## src/rtl/uart_tx_arbiter_pkg.sv

```systemverilog
// Shared types and constants for the uart_tx round-robin arbiter.
// Also provides the index-width helper used by rr_pick.
package uart_arb_pkg;

  typedef enum logic [2:0] {
    S_IDLE,
    S_SEND,
    S_WAIT_BUSY,
    S_WAIT_DONE,
    S_GAP
  } state_e;

  localparam int GAP_DEF     = 16;
  localparam int TIMEOUT_DEF = 64;

  function automatic int idx_w(input int n);
    return $clog2(n);
  endfunction

endpackage

```

## src/rtl/uart_tx_arbiter_if.sv

```systemverilog
// Requester and transmitter handshake bundle for uart_tx_arbiter.
// master is the arbiter side, slave is the producers plus uart_tx.
interface uart_tx_arbiter_if #(
  parameter int N_REQ = 4
);
  logic [N_REQ-1:0]   req_valid;
  logic [8*N_REQ-1:0] req_data;
  logic [N_REQ-1:0]   req_ready;
  logic [7:0]         uart_data;
  logic               uart_send;
  logic               uart_ready;

  modport master (
    input  req_valid,
    input  req_data,
    input  uart_ready,
    output req_ready,
    output uart_data,
    output uart_send
  );

  modport slave (
    output req_valid,
    output req_data,
    output uart_ready,
    input  req_ready,
    input  uart_data,
    input  uart_send
  );
endinterface

```

## src/rtl/uart_tx_arbiter_rr_pick.sv

```systemverilog
// Rotate-priority encoder: first set req bit at or after ptr,
// wrapping modulo N_REQ.
module rr_pick
  import uart_arb_pkg::*;
#(
  parameter  int N_REQ = 4,
  localparam int IDX_W = idx_w(N_REQ)
) (
  input  logic [N_REQ-1:0] req,
  input  logic [IDX_W-1:0] ptr,
  output logic [IDX_W-1:0] gnt_idx,
  output logic             any
);

  logic [IDX_W:0] pos;

  // Walk priority from lowest to highest so the nearest one wins.
  always_comb begin
    gnt_idx = '0;
    any     = 1'b0;
    pos     = '0;
    for (int k = N_REQ - 1; k >= 0; k--) begin
      pos = {1'b0, ptr} + (IDX_W + 1)'(k);
      if (pos >= (IDX_W + 1)'(N_REQ)) begin
        pos = pos - (IDX_W + 1)'(N_REQ);
      end
      for (int i = 0; i < N_REQ; i++) begin
        if (req[i] && pos == (IDX_W + 1)'(i)) begin
          gnt_idx = IDX_W'(i);
          any     = 1'b1;
        end
      end
    end
  end

endmodule

```

## src/rtl/uart_tx_arbiter.sv

```systemverilog
// Round-robin sharing of one uart_tx between N_REQ byte producers,
// one byte per frame, with an idle gap and a busy-handshake timeout.
module uart_tx_arbiter
  import uart_arb_pkg::*;
#(
  parameter  int N_REQ        = 4,
  parameter  int GAP_CYCLES   = GAP_DEF,
  parameter  int BUSY_TIMEOUT = TIMEOUT_DEF,
  localparam int IDX_W        = idx_w(N_REQ)
) (
  input  logic              clk,
  input  logic              rst_n,
  uart_tx_arbiter_if.master bus,
  output logic              busy,
  output logic [IDX_W-1:0]  grant_id,
  output logic              timeout_err
);

  localparam int CMAX  = (GAP_CYCLES > BUSY_TIMEOUT) ?
                         GAP_CYCLES : BUSY_TIMEOUT;
  localparam int CNT_W = $clog2(CMAX + 1);
  localparam logic [CNT_W-1:0] TMO_LAST =
    CNT_W'(BUSY_TIMEOUT - 2);
  localparam logic [CNT_W-1:0] GAP_LAST =
    (GAP_CYCLES > 1) ? CNT_W'(GAP_CYCLES - 1) : '0;

  state_e state_q, state_d;

  logic [IDX_W-1:0] ptr_q, ptr_d;
  logic [IDX_W-1:0] grant_id_q, grant_id_d;
  logic [CNT_W-1:0] cnt_q, cnt_d;
  logic [7:0]       uart_data_q, uart_data_d;
  logic [N_REQ-1:0] req_ready_q, req_ready_d;
  logic             uart_send_q, uart_send_d;
  logic             busy_q, busy_d;
  logic             timeout_err_q, timeout_err_d;

  logic [IDX_W-1:0] pick_idx;
  logic             pick_any;
  logic [7:0]       sel_byte;
  logic             go;
  logic             tmo_hit;
  logic             gap_end;

  rr_pick #(
    .N_REQ (N_REQ)
  ) u_pick (
    .req     (bus.req_valid),
    .ptr     (ptr_q),
    .gnt_idx (pick_idx),
    .any     (pick_any)
  );

  always_comb begin
    sel_byte = '0;
    for (int i = 0; i < N_REQ; i++) begin
      if (pick_idx == IDX_W'(i)) begin
        sel_byte = bus.req_data[8*i +: 8];
      end
    end
  end

  assign go = (state_q == S_IDLE) &&
              bus.uart_ready && pick_any;

  // Decided one cycle early so the registered pulse lines up
  // with the counter reaching BUSY_TIMEOUT-1.
  assign tmo_hit = (state_q == S_WAIT_BUSY) &&
                   bus.uart_ready && (cnt_q == TMO_LAST);

  assign gap_end = (cnt_q == GAP_LAST);

  always_ff @(posedge clk or negedge rst_n) begin
    if (!rst_n) begin
      state_q <= S_IDLE;
    end else begin
      state_q <= state_d;
    end
  end

  always_comb begin
    state_d = state_q;
    unique case (state_q)
      S_IDLE: begin
        if (go) state_d = S_SEND;
      end
      S_SEND: begin
        state_d = S_WAIT_BUSY;
      end
      S_WAIT_BUSY: begin
        if (!bus.uart_ready) state_d = S_WAIT_DONE;
        else if (tmo_hit)    state_d = S_GAP;
      end
      S_WAIT_DONE: begin
        if (bus.uart_ready) state_d = S_GAP;
      end
      S_GAP: begin
        if (gap_end) state_d = S_IDLE;
      end
      default: state_d = S_IDLE;
    endcase
  end

  always_comb begin
    uart_send_d   = go;
    req_ready_d   = '0;
    uart_data_d   = uart_data_q;
    grant_id_d    = grant_id_q;
    ptr_d         = ptr_q;
    busy_d        = (state_d != S_IDLE);
    timeout_err_d = tmo_hit;
    cnt_d         = '0;
    if (go) begin
      req_ready_d = N_REQ'(1) << pick_idx;
      uart_data_d = sel_byte;
      grant_id_d  = pick_idx;
      ptr_d       = (pick_idx == IDX_W'(N_REQ - 1)) ?
                    '0 : pick_idx + 1'b1;
    end
    if (state_d == state_q &&
        (state_q == S_WAIT_BUSY || state_q == S_GAP)) begin
      cnt_d = cnt_q + 1'b1;
    end
  end

  always_ff @(posedge clk or negedge rst_n) begin
    if (!rst_n) begin
      ptr_q         <= '0;
      grant_id_q    <= '0;
      cnt_q         <= '0;
      uart_data_q   <= 8'h00;
      req_ready_q   <= '0;
      uart_send_q   <= 1'b0;
      busy_q        <= 1'b0;
      timeout_err_q <= 1'b0;
    end else begin
      ptr_q         <= ptr_d;
      grant_id_q    <= grant_id_d;
      cnt_q         <= cnt_d;
      uart_data_q   <= uart_data_d;
      req_ready_q   <= req_ready_d;
      uart_send_q   <= uart_send_d;
      busy_q        <= busy_d;
      timeout_err_q <= timeout_err_d;
    end
  end

  assign bus.uart_data = uart_data_q;
  assign bus.uart_send = uart_send_q;
  assign bus.req_ready = req_ready_q;
  assign busy          = busy_q;
  assign grant_id      = grant_id_q;
  assign timeout_err   = timeout_err_q;

endmodule

```

## src/flat_wrapper.sv

```systemverilog
// flat-port wrapper written by rule: the top's interface ports become plain ports
module uart_tx_arbiter_flat import uart_arb_pkg::*;
#(
  parameter  int N_REQ        = 4,
  parameter  int GAP_CYCLES   = GAP_DEF,
  parameter  int BUSY_TIMEOUT = TIMEOUT_DEF,
  localparam int IDX_W        = idx_w(N_REQ)
)
  (clk, rst_n, busy, grant_id, timeout_err, bus_req_valid, bus_req_data, bus_uart_ready, bus_req_ready, bus_uart_data, bus_uart_send);
  uart_tx_arbiter_if #(.N_REQ(N_REQ)) bus_i ();
  input  logic clk;
  input  logic rst_n;
  output logic busy;
  output logic [IDX_W-1:0] grant_id;
  output logic timeout_err;
  input wire logic [$bits(bus_i.req_valid)-1:0] bus_req_valid;
  input wire logic [$bits(bus_i.req_data)-1:0] bus_req_data;
  input wire logic [$bits(bus_i.uart_ready)-1:0] bus_uart_ready;
  output wire logic [$bits(bus_i.req_ready)-1:0] bus_req_ready;
  output wire logic [$bits(bus_i.uart_data)-1:0] bus_uart_data;
  output wire logic [$bits(bus_i.uart_send)-1:0] bus_uart_send;
  assign bus_i.req_valid = bus_req_valid;
  assign bus_i.req_data = bus_req_data;
  assign bus_i.uart_ready = bus_uart_ready;
  assign bus_req_ready = bus_i.req_ready;
  assign bus_uart_data = bus_i.uart_data;
  assign bus_uart_send = bus_i.uart_send;
  uart_tx_arbiter #(.N_REQ(N_REQ), .GAP_CYCLES(GAP_CYCLES), .BUSY_TIMEOUT(BUSY_TIMEOUT)) u_core (.clk(clk), .rst_n(rst_n), .bus(bus_i), .busy(busy), .grant_id(grant_id), .timeout_err(timeout_err));
endmodule
```

## config.mk

```make
export PLATFORM = sky130hd
export DESIGN_NAME = uart_tx_arbiter_flat
export DESIGN_NICKNAME = d
export VERILOG_FILES = /design/src/rtl/uart_tx_arbiter_pkg.sv /design/src/rtl/uart_tx_arbiter_if.sv /design/src/rtl/uart_tx_arbiter_rr_pick.sv /design/src/rtl/uart_tx_arbiter.sv /design/src/flat_wrapper.sv
export SDC_FILE = /design/constraint.sdc
export NUM_CORES = 1
export LEC_CHECK = 0
export BUFFER_PORTS_ARGS = -buffer_cell sky130_fd_sc_hd__buf_4
export CAP_MARGIN = 25
export CORE_MARGIN = 3
export CORE_UTILIZATION = 45
export DETAILED_ROUTE_END_ITERATION = 12
export PLACE_DENSITY = 0.8
export REMOVE_ABC_BUFFERS = 1
export SLEW_MARGIN = 20
export SYNTH_ARGS = -nofsm -noshare
export SYNTH_HDL_FRONTEND = slang
export SYNTH_SLANG_ARGS = --single-unit
```

## constraint.sdc

```tcl
create_clock -name clk -period 4.1 [get_ports clk]
set_input_delay 0 -clock clk [delete_from_list [all_inputs] [get_ports clk]]
set_output_delay 0 -clock clk [all_outputs]
set_load 0.1 [all_outputs]
```

==> summary.txt, run 1 <==
Synthesis
  – Top-area cell type share of the netlist area: 45.31%
  – Count of warnings emitted by yosys: 0
  – Synth area leaders: dfrtp_1, a21oi_1, ha_1
  – Number of library cell types mapped by synthesis: 36
  – Share of synthesized area occupied by flip-flops and latches: 45.31%
  – Average size of a mapped cell: 8.947 um^2
  – EDFF count, synth: 0
  – Mapped Cells: 179
  – Top FF cell, synth: dfrtp_1
  – Async SR Flop Fraction: between 90% and 100%
  – Post-synthesis register bit count: 29
  – Cell taking the most area after synthesis: dfrtp_1
  – Post-synthesis instance area: 1602 um^2

Setup path
  – Worst R2R End: u_core.bus.uart_data[6]
  – Crit end category: flop
  – Kind of cell adding the most delay to the critical path: compound AO/OA/AOI/OAI gates
  – Data arrival time of the worst path: 2.66 ns
  – CP most frequent cell: a21oi_1
  – Worst path slowest cell: a311oi_1
  – Buf+Inv Stages, Crit Path: 1
  – Crit-path max FO: 17
  – Kind of critical path: flop to flop
  – Depth of the worst register-to-register path: 9
  – Stages on the worst setup path: 9
  – CP Launch Point: u_core.ptr_q[1]
  – Cell chain of the critical path: mux2i_1 > nor2_1 > a311oi_1 > inv_1 > ha_1 > a21oi_1 > o21ai_0 > a22oi_1 > a21oi_1
  – Destination of the critical timing path: u_core.bus.uart_data[6]
  – Critical Path Source Type: flop
  – Highest cell delay on the worst timing path: roughly 0.53 ns
  – FF-to-FF setup slack: about 1.7 ns
  – Worst path required time: 4.31 ns
  – Launch instance of the worst register-to-register path: u_core.ptr_q[1]

Cells and area
  – Filler cell count in the final layout: 280
  – Final cell count without fillers: 281
  – # diodes: 0
  – Area overhead of the layout relative to synthesis: 32.66%
  – Final Core Density: 62.68%
  – Layout cells sized above 1: 28.09%
  – Nets: 280

Detailed routing
  – Initial drt markers: 136
  – Total via count after detailed routing: around 1400
  – Number of detailed-routing iterations run before antenna repair: 4
  – Post-Route WL: 3471 um
  – Average wire length per cell after detail routing: 12.35 um
  – Vias/cell: 5.068
  – Number of nets with antenna violations after detailed routing: 0
  – # DRC: 0

Timing
  – Final worst path period share: 59.70%
  – Final setup violation count: 0
  – Sum of negative setup slack: 0 ns
  – Setup repair after global routing missed its margin: false
  – Worst-Margin Slew: 0.6089 ns
  – Max-slew violation total from the final report: 0
  – Final hold violation count: 0
  – Rel. slew slack: 59.13%
  – Post-layout minimum cycle time: 2.448 ns
  – Max Clock Skew: 0.01100 ns
  – Achievable Freq: roughly 400 MHz

GRT
  – Global route hottest layer: met2
  – Met3 global-route usage: 7.863%
  – Remaining global-route overflow: 0
  – Met2 routing resource usage after global routing: 26.53%
  – GRT met1 Usage: 21.35%
  – Total routing resource utilization after global routing: 17.43%
  – Antenna violations before repair: 0
  – First-pass GRT wire length: 5623 um
  – Number of global-route vias before repair: 1300
  – Pin count of the biggest net entering global routing: 30

Run
  – Count of maximum capacitance violations: 0

Clocking
  – CTS-repair resized insts: 0
  – Reg clk slew, reported paths: ~0.090 ns
  – CTS Root Buffer Type: clkbuf_4
  – Number of buffers created by CTS: 5
  – Maximum level of the CTS H-tree: 2
  – Clock sink count: 29
  – Clock latency at the later pin of the worst-skew pair: 0.33 ns
  – TritonCTS clock tree: done
  – Worst-case clock buffer depth: 2

Floorplan
  – Core Box Area: roughly 3400 um^2
  – Row count: 21
  – Area of the die: roughly 4300 um^2
  – Initial Utilization: between 40% and 50%
  – I/O Pins: 56
  – Chip Height: 65.66 um
  – Overall die width: 65.66 um

Power and ir drop
  – Worst-case vdd ir drop: 0.5929 mV
  – Total power: 1.657 mW
  – Standby leakage power: 1.035 nW
  – Power density of the placed cells: 780.2 nW/um^2

Placed design
  – Routability-driven placement congestion ratio: slightly above 0.8
  – Port bufs: between 50 and 60
  – Detailed placer's ending HPWL: 2452 um
  – Dpl cells: 267

Status
  – Result of the run: finished clean

Worst hold path
  – Classification of the worst-slack hold path: primary input to flop
## tightest hold or removal path, stage by stage
cell	delay (ns)
buf_4	0.08
a22oi_1	0.07
a21oi_1	0.15
## state kept, by name (all words and copies together), names as in the netlist
signal / count
u_core.bus.req_ready: 4
u_core.bus.uart_data: 8
u_core.bus.uart_send: 1
u_core.busy: 1
u_core.cnt_q: 7
u_core.grant_id: 2
u_core.ptr_q: 2
u_core.state_q: 3
u_core.timeout_err: 1
## area by class of cell
cell class	count	area, um^2	share of cell area [%]
Inverter	13	48.80	2.297
Sequential cell	29	725.7	34.16
Multi-Input combinational cell	124	754.5	35.51
Clock buffer	7	55.05	2.591
Timing Repair Buffer	62	483.0	22.73
Tap cell	46	57.56	2.709
## routing by layer
metal	vias to the layer above	part of all wire, %
met5	-	0
met4	0	1.4
met3	5	8.9
met2	51	46
met1	644	44
li1	724	-
## synthesized netlist by cell type (all sizes together) (4+ instances only)
cell type and instances:
nand2 13, and3 4, ha 6, xnor2 4
o21ai 9, buf 6, clkbuf 7, nor2 19
inv 13, a21oi 32, dfrtp 29, and2 4
a22oi 8
## worst min-delay path by stage
| stage | start | end | depth (start not counted) |
|---|---|---|---|
| after CTS | bus_req_data[29] | u_core.bus.uart_data[5] | 3 |
| after global routing | bus_req_data[24] | u_core.bus.uart_data[0] | 3 |
| after floorplan | rst_n | u_core.bus.req_ready[0] | 0 |
| after detailed placement | rst_n | u_core.state_q[1] | 1 |
| after global placement | rst_n | u_core.state_q[1] | 1 |
| final | bus_req_data[29] | u_core.bus.uart_data[5] | 3 |
## timing repair
item	in CTS	in global routing
buffers inserted	0	0
endpoints found under the hold margin	35	0
hold buffers	7	0
## cells by family after synthesis
group | synth area share (%)
muxes | 2.500
AOI/OAI and AO/OA | 20.63
and+or+nand+nor | 16.56
buffers and inverters | 7.578
DFF | 45.31
xor gates and xnor gates | 2.734
adders and majority gates | 4.687
## where the power goes
part | leakage (nW) | switching (mW) | internal [mW]
combinational | 0.639 | 0.740 | 0.283
sequential | 0.365 | 0.0785 | 0.382
clock | 0.0314 | 0.0937 | 0.0808
total | 1.03 | 0.912 | 0.745
## stage by stage
stage	setup slack (ns)	cell area [um^2]	hold WS, ns
global placement	1.749	1999	-0.05859
finish	1.652	2125	0.002764
floorplan	1.988	1529	-0.2956
CTS	1.642	2125	0.003600
global route	1.374	2125	0.007612
detailed placement	1.650	1999	-0.05872
## placed cells by master (no fill, tap or decap), types with 4 or more instances in the layout
cell type	instances
buf_4	55
a21oi_1	32
dfrtp_1	29
nor2_1	19
inv_1	13
nand2_1	13
o21ai_0	9
a22oi_1	8
dlygate4sd3_1	7
ha_1	6
clkbuf_4	5
xnor2_1	4
and2_1	4
Power figures use the tool's default switching activity.
==> run 2: changes to the inputs <==
- ABC_AREA: default -> 1
- PLACE_DENSITY: 0.8 -> 0.79
- clock period: 4.1 -> 2.51 ns (I/O delays scaled with it)
==> summary.txt, run 2 <==
Timing
  – Setup repair after global routing missed its margin: true (was false)
  – Post-layout minimum cycle time: 2.454 ns (was 2.448 ns)
  – Final setup violation count: 0 (unchanged)
  – Final hold violation count: 3 (was 0)
  – Rel. slew slack: 75.81% (was 59.13%)
  – Max Clock Skew: 0.003459 ns (was 0.01100 ns)
  – Max-slew violation total from the final report: 0 (unchanged)
  – Final worst path period share: 97.75% (was 59.70%)
  – Final-layout worst hold slack: -0.008304 ns (was 0.002764 ns)
  – Worst-Margin Slew: 0.3629 ns (was 0.6089 ns)
  – Achievable Freq: 407.6 MHz (was 408.5 MHz)

GRT
  – First-pass GRT wire length: 6982 um (was 5623 um)
  – Antenna violations before repair: 0 (unchanged)
  – Pin count of the biggest net entering global routing: 30 (unchanged)
  – Total routing resource utilization after global routing: 19.99% (was 17.43%)
  – Remaining global-route overflow: 0 (unchanged)
  – Number of global-route vias before repair: 1624 (was 1300)

Synthesis
  – Top FF cell, synth: dfrtp_1 (unchanged)
  – Mapped Cells: 234 (was 179)
  – Adder-cell share of the synthesized area: 4.313% (was 4.688%)
  – Async SR Flop Fraction: 100.0% (unchanged)
  – Cell taking the most area after synthesis: dfrtp_1 (unchanged)
  – Average size of a mapped cell: 7.438 um^2 (was 8.947 um^2)
  – Top-count cell post-synth: nand2_1 (was a21oi_1)
  – Count of warnings emitted by yosys: 0 (unchanged)
  – Post-synthesis mux area share: 0% (was 2.500%)
  – EDFF count, synth: 0 (unchanged)
  – Xor/xnor cell area share of the yosys netlist: 1.510% (was 2.734%)
  – Share of the synthesized area in compound gates (AO/OA/AOI/OAI): 12.51% (was 20.63%)
  – Cell types with the highest counts after synthesis: nand2_1, dfrtp_1, o21ai_0 (was a21oi_1, dfrtp_1, nor2_1)
  – Synth area leaders: dfrtp_1, nand2_1, o21ai_0 (was dfrtp_1, a21oi_1, ha_1)
  – Synth Area in Simple Gates: 31.06% (was 16.56%)
  – Post-synthesis instance area: 1740 um^2 (was 1602 um^2)
  – Top-area cell type share of the netlist area: 41.70% (was 45.31%)
  – Share of synthesized area occupied by flip-flops and latches: 41.70% (was 45.31%)
  – Number of library cell types mapped by synthesis: 28 (was 36)
  – Main combinational cell family by area after synthesis: simple AND/OR/NAND/NOR gates (was compound AO/OA/AOI/OAI gates)
  – Post-synthesis register bit count: 29 (unchanged)

Clocking
  – Worst-case clock buffer depth: 2 (unchanged)
  – Clock latency at the later pin of the worst-skew pair: 0.28 ns (was 0.33 ns)
  – Number of buffers created by CTS: 5 (unchanged)
  – Reg clk slew, reported paths: 0.06 ns (was 0.09 ns)
  – Maximum level of the CTS H-tree: 2 (unchanged)
  – CTS Root Buffer Type: clkbuf_8 (was clkbuf_4)
  – Clock sink count: 29 (unchanged)
  – TritonCTS clock tree: done (unchanged)

Cells and area
  – Area overhead of the layout relative to synthesis: 43.49% (was 32.66%)
  – Final Core Density: 70.93% (was 62.68%)
  – Layout cells sized above 1: 39.67% (was 28.09%)
  – # diodes: 0 (unchanged)
  – Nets: 350 (was 280)
  – Most common cell after layout, fill and taps aside: buf_4 (unchanged)
  – Filler cell count in the final layout: 284 (was 280)
  – Flip-flop count of the largest register after layout: 8 (unchanged)
  – Commonest non-fill, non-tap cells in the layout: buf_4, nand2_1, dfrtp_1, nand3_1 (was buf_4, a21oi_1, dfrtp_1, nor2_1)
  – Final cell area excluding filler cells: 2497 um^2 (was 2125 um^2)

Detailed routing
  – Number of detailed-routing iterations run before antenna repair: 4 (unchanged)
  – Average wire length per cell after detail routing: 13.36 um (was 12.35 um)
  – Total via count after detailed routing: 1789 (was 1424)
  – Vias/cell: 5.097 (was 5.068)
  – Number of nets with antenna violations after detailed routing: 0 (unchanged)
  – Initial drt markers: 100 (was 136)
  – # DRC: 0 (unchanged)
  – Post-Route WL: 4688 um (was 3471 um)

Setup path
  – Crit end category: flop (unchanged)
  – Critical Path Source Type: flop (unchanged)
  – Crit-path max FO: 8 (was 17)
  – Data arrival time of the worst path: 2.61 ns (was 2.66 ns)
  – Kind of critical path: flop to flop (unchanged)
  – FF-to-FF setup slack: 0.06 ns (was 1.65 ns)
  – Worst path required time: 2.67 ns (was 4.31 ns)

Status
  – Violations in the final reports: negative hold slack
  – Result of the run: finished with violations (was finished clean)

Placed design
  – Routability-driven placement congestion ratio: 0.9071 (was 0.8176)
  – Post-placement cell area: 2198 um^2 (was 1999 um^2)
  – Port bufs: 55 (unchanged)
  – Detailed placer's ending HPWL: 3182 um (was 2452 um)

Floorplan
  – Chip Height: 68.19 um (was 65.66 um)
  – Initial Utilization: 49.43% (was 47.25%)
  – Core Box Area: 3521 um^2 (was 3390 um^2)
  – Area of the die: 4650 um^2 (was 4311 um^2)
  – I/O Pins: 56 (unchanged)
  – Overall die width: 68.19 um (was 65.66 um)
  – Row count: 21 (unchanged)

Worst hold path
  – Classification of the worst-slack hold path: primary input to flop (unchanged)

Run
  – Count of maximum capacitance violations: 0 (unchanged)
## run 2: changes by cell type in the layout (fill, tap and decap cells not counted), sizes merged, moves of 6 or more
cell / before / now
nand2: 13 / 71
a21oi: 32 / 8
nand3: 1 / 21
o21ai: 9 / 28
buf: 55 / 72
inv: 13 / 23
a22oi: 8 / 0
dlygate4sd3: 7 / 1
## run 2: through the flow
stage	cells	worst slack [ns]	hold slack, ns	TNS [ns]
final	351	0.05648	-0.008304	0
after global routing	351	-0.1028	0.009818	-0.5077
after CTS	342	0.002167	0.01945	0
after detailed placement	333	-0.1259	-0.05513	-0.2632
after global placement	333	0.002813	-0.05634	0
after floorplan	225	0.1360	-0.2956	0
## run 2: cell families after synthesis
| group | count (synthesis) |
|---|---|
| xor+xnor | 3 |
| fa+ha+maj | 6 |
| buf+inv | 33 |
| simple gates | 123 |
| flops | 29 |
| compound gates | 40 |
## run 2: routing by layer
| layer | routed length, um | track usage (%) | up-vias |
|---|---|---|---|
| met1 | 1971 | 24.90 | 800 |
| li1 | - | - | 904 |
| met5 | 0 | 0 | - |
| met3 | 386 | 6.732 | 9 |
| met2 | 2270 | 32.97 | 76 |
| met4 | 59 | 5.459 | 0 |
## run 2: what timing repair did
action,4_1_cts,5_1_grt
pin swaps,0,11
endpoints found under the setup margin,7,8
hold buffers,1,0
resized for setup,4,52
hold endpoints to repair,29,0
buffers inserted,1,9
## run 2: path summary, 6_finish.rpt
| check | startpoint | endpoint | depth (start not counted) |
|---|---|---|---|
| worst max-delay path | u_core.ptr_q[0] | u_core.bus.uart_data[5] | 14 |
| worst min-delay path | bus_req_data[30] | u_core.bus.uart_data[6] | 3 |
| worst max register to register | u_core.ptr_q[0] | u_core.bus.uart_data[5] | 14 |
| worst min register to register | u_core.cnt_q[0] | u_core.cnt_q[0] | 1 |
| max in group asynchronous | rst_n | u_core.ptr_q[1] | 2 |
| min in group asynchronous | rst_n | u_core.busy | 2 |
## run 2: final cells by class
cell class	instances	area [um^2]	area share, %
Multi-Input combinational cell	172	963.4	38.58
Clock buffer	7	86.33	3.457
Inverter	24	96.34	3.858
Tap cell	46	57.56	2.305
Timing Repair Buffer	73	565.5	22.65
Sequential cell	29	728.2	29.16
## run 2: worst max-delay path, cell delays in order (launching register included)
cell and delay, ns:
dfrtp_2 0.45, buf_4 0.16, nand3_1 0.11, nand2_1 0.06
nor2_1 0.16, nor3_1 0.08, o21ba_2 0.22, nor2_4 0.13
inv_1 0.11, ha_1 0.22, inv_1 0.18, buf_4 0.20
nand2_1 0.06, o21ai_0 0.09, o21ai_1 0.10
Power of run 2 is left out: the tool's default activity adds up to more than one toggle a clock period on the data nets, which glitch-free logic cannot reach.
